## src/rtl/sync_fifo_ctrl.sv

```systemverilog
// ============================================================================
// sync_fifo_ctrl : pointer/flag controller turning a 1W/1R registered-read RAM
// into a synchronous FIFO. Optional macro FIFO_ERR_FLAGS_EN adds sticky
// overflow/underflow outputs.
// Revision: 1.0 - initial release
// ============================================================================
`default_nettype none

module sync_fifo_ctrl #(
  parameter int ADDR_WIDTH = 6,
  parameter int DATA_WIDTH = 8
) (
  input  logic                  clk,
  input  logic                  rst,
  input  logic                  wr_en,
  input  logic [DATA_WIDTH-1:0] wr_data,
  output logic                  full,
  input  logic                  rd_en,
  output logic [DATA_WIDTH-1:0] rd_data,
  output logic                  rd_valid,
  output logic                  empty,
  output logic [ADDR_WIDTH:0]   count,
  output logic                  ram_we,
  output logic [DATA_WIDTH-1:0] ram_data,
  output logic [ADDR_WIDTH-1:0] ram_waddr,
  output logic [ADDR_WIDTH-1:0] ram_raddr,
  input  logic [DATA_WIDTH-1:0] ram_q
`ifdef FIFO_ERR_FLAGS_EN
  ,
  output logic                  overflow,
  output logic                  underflow
`endif
);

  localparam logic [ADDR_WIDTH:0] C_DEPTH = {1'b1, {ADDR_WIDTH{1'b0}}};
  localparam logic [ADDR_WIDTH:0] C_ONE   = {{ADDR_WIDTH{1'b0}}, 1'b1};

  logic [ADDR_WIDTH:0] wr_ptr_q, wr_ptr_d;
  logic [ADDR_WIDTH:0] rd_ptr_q, rd_ptr_d;
  logic [ADDR_WIDTH:0] count_q, count_d;
  logic                empty_q, empty_d;
  logic                full_q, full_d;
  logic                rd_valid_q, rd_valid_d;
  logic                wr_acc;
  logic                rd_acc;

  // Flags are evaluated before either request, so a full FIFO only reads and
  // an empty FIFO only writes when both are requested together.
  assign wr_acc = wr_en & ~full_q & ~rst;
  assign rd_acc = rd_en & ~empty_q & ~rst;

  always_comb begin
    wr_ptr_d   = wr_ptr_q;
    rd_ptr_d   = rd_ptr_q;
    count_d    = count_q;
    rd_valid_d = rd_acc;
    if (wr_acc) begin
      wr_ptr_d = wr_ptr_q + C_ONE;
    end
    if (rd_acc) begin
      rd_ptr_d = rd_ptr_q + C_ONE;
    end
    if (wr_acc && !rd_acc) begin
      count_d = count_q + C_ONE;
    end else if (rd_acc && !wr_acc) begin
      count_d = count_q - C_ONE;
    end
    empty_d = (count_d == '0);
    full_d  = (count_d == C_DEPTH);
  end

  always_ff @(posedge clk) begin
    if (rst) begin
      wr_ptr_q   <= '0;
      rd_ptr_q   <= '0;
      count_q    <= '0;
      empty_q    <= 1'b1;
      full_q     <= 1'b0;
      rd_valid_q <= 1'b0;
    end else begin
      wr_ptr_q   <= wr_ptr_d;
      rd_ptr_q   <= rd_ptr_d;
      count_q    <= count_d;
      empty_q    <= empty_d;
      full_q     <= full_d;
      rd_valid_q <= rd_valid_d;
    end
  end

  assign ram_we    = wr_acc;
  assign ram_data  = wr_data;
  assign ram_waddr = wr_ptr_q[ADDR_WIDTH-1:0];
  assign ram_raddr = rd_ptr_q[ADDR_WIDTH-1:0];
  assign rd_data   = ram_q;
  assign rd_valid  = rd_valid_q;
  assign empty     = empty_q;
  assign full      = full_q;
  assign count     = count_q;

`ifdef FIFO_ERR_FLAGS_EN
  logic overflow_q, overflow_d;
  logic underflow_q, underflow_d;

  always_comb begin
    overflow_d  = overflow_q | (wr_en & full_q);
    underflow_d = underflow_q | (rd_en & empty_q);
  end

  always_ff @(posedge clk) begin
    if (rst) begin
      overflow_q  <= 1'b0;
      underflow_q <= 1'b0;
    end else begin
      overflow_q  <= overflow_d;
      underflow_q <= underflow_d;
    end
  end

  assign overflow  = overflow_q;
  assign underflow = underflow_q;
`endif

endmodule

`default_nettype wire

```

## config.mk

```make
export PLATFORM = sky130hd
export DESIGN_NAME = sync_fifo_ctrl
export DESIGN_NICKNAME = d
export VERILOG_FILES = /design/src/rtl/sync_fifo_ctrl.sv
export SDC_FILE = /design/constraint.sdc
export NUM_CORES = 1
export LEC_CHECK = 0
export BUFFER_PORTS_ARGS = -buffer_cell sky130_fd_sc_hd__buf_2
export CAP_MARGIN = 20
export CORE_UTILIZATION = 25
export DETAILED_ROUTE_END_ITERATION = 12
export PLACE_DENSITY_LB_ADDON = 0.25
export SLEW_MARGIN = 20
export SYNTH_ARGS = -nofsm -noshare
export SYNTH_HDL_FRONTEND = slang
export SYNTH_SLANG_ARGS = --single-unit
```

## constraint.sdc

```tcl
create_clock -name clk -period 6.5 [get_ports clk]
set_clock_uncertainty 0.2 [all_clocks]
set_input_delay 0.325 -clock clk [delete_from_list [all_inputs] [get_ports clk]]
set_output_delay 0.325 -clock clk [all_outputs]
set_load 0.05 [all_outputs]
```

==> flow_metrics.py <==
metrics = {
    "sta": {
        "fin_ws_ns": 4.17,
        "grt_setup_unrepaired": "false",
        "worst_slew_pin_slew_ns": 0.696,
        "maxSlewViolCount": 0,
        "finalSetupViolations": 0,
        "min_period_ns": 2.33,
        "whs_ns": 0.257,
        "hold_viol_final": 0,
        "max_freq_mhz": 430,
        "relSlewSlack_pct": 53.5,
        "fin_tns_setup_ns": 0,
        "finalCritPeriodShare_pct": 35.8,
    },
    "synthesis": {
        "syn_area_mm2": 0.00124,
        "synth_common_cells": "dfxtp_1 (22), nor2_1 (19), buf_4 (16)",
        "synth_cells": 144,
        "ys.flop_type": "dfxtp_1",
        "async_flop_share_pct": 0,
        "synth_seq_cells": 22,
        "ys_types": 37,
        "yosysTopAreaCellShare_pct": 35.5,
        "synthTopCellsByArea": "dfxtp_1 (36%), buf_4 (9.7%), nor2_1 (5.8%)",
        "synth_area_per_cell_um2": 8.61,
        "syn_nets": 168,
        "yosysWarnings": 0,
        "synth-edff-count": 0,
        "synth_seq_area_share_pct": 35.5,
        "synth.most_common_cell": "dfxtp_1",
        "yosys.area.top_type": "dfxtp_1",
    },
    "finish": {
        "fin_nets": 177,
        "syn_to_final_growth_pct": 8.17,
        "diodes": 0,
        "drive_gt1_share_pct": 21.9,
    },
    "drt": {
        "postRouteAntennaNets": 0,
        "avgRoutedWirePerCell_um": 12.5,
        "vias_per_cell": 4.64,
        "dr.pass1.iters": 4,
        "drt_iter0_drc": 46,
        "drc": 0,
        "wl_um": 2720,
        "num_vias": 1012,
    },
    "critical_path": {
        "critPathArrivalTime_ns": 2.34,
        "worst-path-stages": 7,
        "critPathCapture": "full",
        "reg2reg_from": "count[0]",
        "slowest_stage": "a222oi_1",
        "r2r_end": "full",
        "cp_max_fo": 5,
        "max_stage_delay_ns": 0.42,
        "worst-path-buf-inv": 1,
        "end_kind": "flip-flop",
        "start_kind": "flip-flop",
        "crit_type": "flip-flop to flip-flop",
        "cp_cell_sequence": "inv_1 -> ha_1 -> nor2b_1 -> and4_1 -> or3_1 -> a222oi_1 -> and3_1",
        "reg2reg_setup_slack_ns": 4.17,
        "path_delay_family": "simple AND/OR/NAND/NOR gates",
        "startpoint": "count[0]",
        "reg2reg_depth": 7,
        "cp.required_ns": 6.51,
    },
    "grt": {
        "grt_pass1_wl_um": 4170,
        "antenna_found_initial": 0,
        "first_global_vias": 888,
        "grt_max_degree": 32,
        "grt_usage_pct": 10.2,
        "grt_remaining_overflow": 0,
    },
    "job": {
        "cap_violations": 0,
    },
    "clock_network": {
        "ctsResizeCount": 0,
        "cts_tree": "yes",
        "htreeDepth": 1,
        "cts_hold_buf": 0,
        "worstSkewPairLatency_ns": 0.26,
        "cts.sinks": 22,
        "cts.clk_slew.worst_paths_ns": 0.08,
        "cts_buffers": 3,
        "clockBufferDepth": 2,
        "cts_setup_buffers": 0,
        "cts-root-buf": "clkbuf_8",
    },
    "power": {
        "p_leak_uw": 0.000572,
        "power_density_mw_per_mm2": 299,
        "ir_worst_vdd_v": 0.0000772,
        "total_power_uw": 401,
    },
    "die": {
        "ios": 59,
        "die_w_um": 72.4,
        "initial_core_util_pct": 26.1,
        "die-area_mm2": 0.00525,
        "core_mm2": 0.00475,
        "die_y_um": 72.4,
        "placementRows": 25,
    },
    "place": {
        "place.detailed.hpwl_um": 2000,
        "place_congestion": 0.886,
        "portBuffers": 26,
        "dpl_worst_slack_ns": 4.08,
    },
    "outcome": {
        "outcome": "complete, no violations",
    },
    "hold_path": {
        "hp-start": "rd_en",
        "worstHoldPathType": "input pin to flip-flop",
    },
}
-- per-layer routing --
metal / vias up / wire length, um / global-route usage (%)
li1: 501 / - / -
met3: 7 / 114 / 1.67
met1: 481 / 1210 / 12.4
met4: 0 / 33 / 5.01
met5: - / 0 / 0
met2: 23 / 1370 / 17.4
-- through the flow --
stage,util [%],area (um^2),std cells
after floorplan,-,1240,144
after global placement,27.3,1300,215
after detailed placement,27.3,1300,215
after CTS,28.2,1340,218
after global routing,28.2,1340,218
final,28.2,1340,218
-- sequential cells by signal, summed over array words and instances, names as in the netlist --
register and count:
count 7, rd_ptr_q 6, wr_ptr_q 6, empty 1, full 1, rd_valid 1
-- worst min-delay path by stage --
stage	end	slack [ns]	depth (start not counted)
final	rd_valid	0.26	3
after global routing	rd_valid	0.28	3
after CTS	rd_valid	0.26	3
after detailed placement	rd_ptr_q[5]	0.29	2
after global placement	wr_ptr_q[1]	0.28	2
after floorplan	rd_valid	0.33	2
-- tightest hold or removal path, cell delays in order --
cell	delay, ns
buf_2	0.09
nand2b_1	0.14
nor2_1	0.12
-- cells by family (layout without fill, tap and decap cells) --
| kind of cell | after synthesis | after routing | share of synthesized area, % |
|---|---|---|---|
| AOI/OAI and AO/OA | 16 | 16 | 9.08 |
| and+or+nand+nor | 63 | 63 | 28.4 |
| muxes | 1 | 1 | 0.908 |
| buffers and inverters | 26 | 33 | 13.6 |
| DFF | 22 | 22 | 35.5 |
| adders and majority gates | 4 | 4 | 4.04 |
| xor gates and xnor gates | 12 | 12 | 8.48 |
-- power breakdown --
part	switching [uW]	internal, uW	total [uW]
Clock	43.3	41.4	84.7
Sequential	17.6	149	167
Combinational	103	46.5	150
-- final cells by class --
type,instances,area [um^2]
clock buffer,3,41.3
fill,523,3410
inverter,4,15.0
multi-input combinational,96,631
sequential,22,440
tap,67,83.8
timing repair buffer,26,130
-- placed cells by master (no fill, tap or decap), drive strengths merged, types with 4 or more instances in the layout --
| cell type | n |
|---|---|
| nand2 | 9 |
| nor3 | 4 |
| buf | 26 |
| o21ai | 4 |
| inv | 4 |
| nand3 | 4 |
| nor2b | 4 |
| ha | 4 |
| dfxtp | 22 |
| xnor2 | 5 |
| nor2 | 19 |
| or3 | 4 |
| xor2 | 7 |
Note: power is estimated with default switching activity, not from simulation.
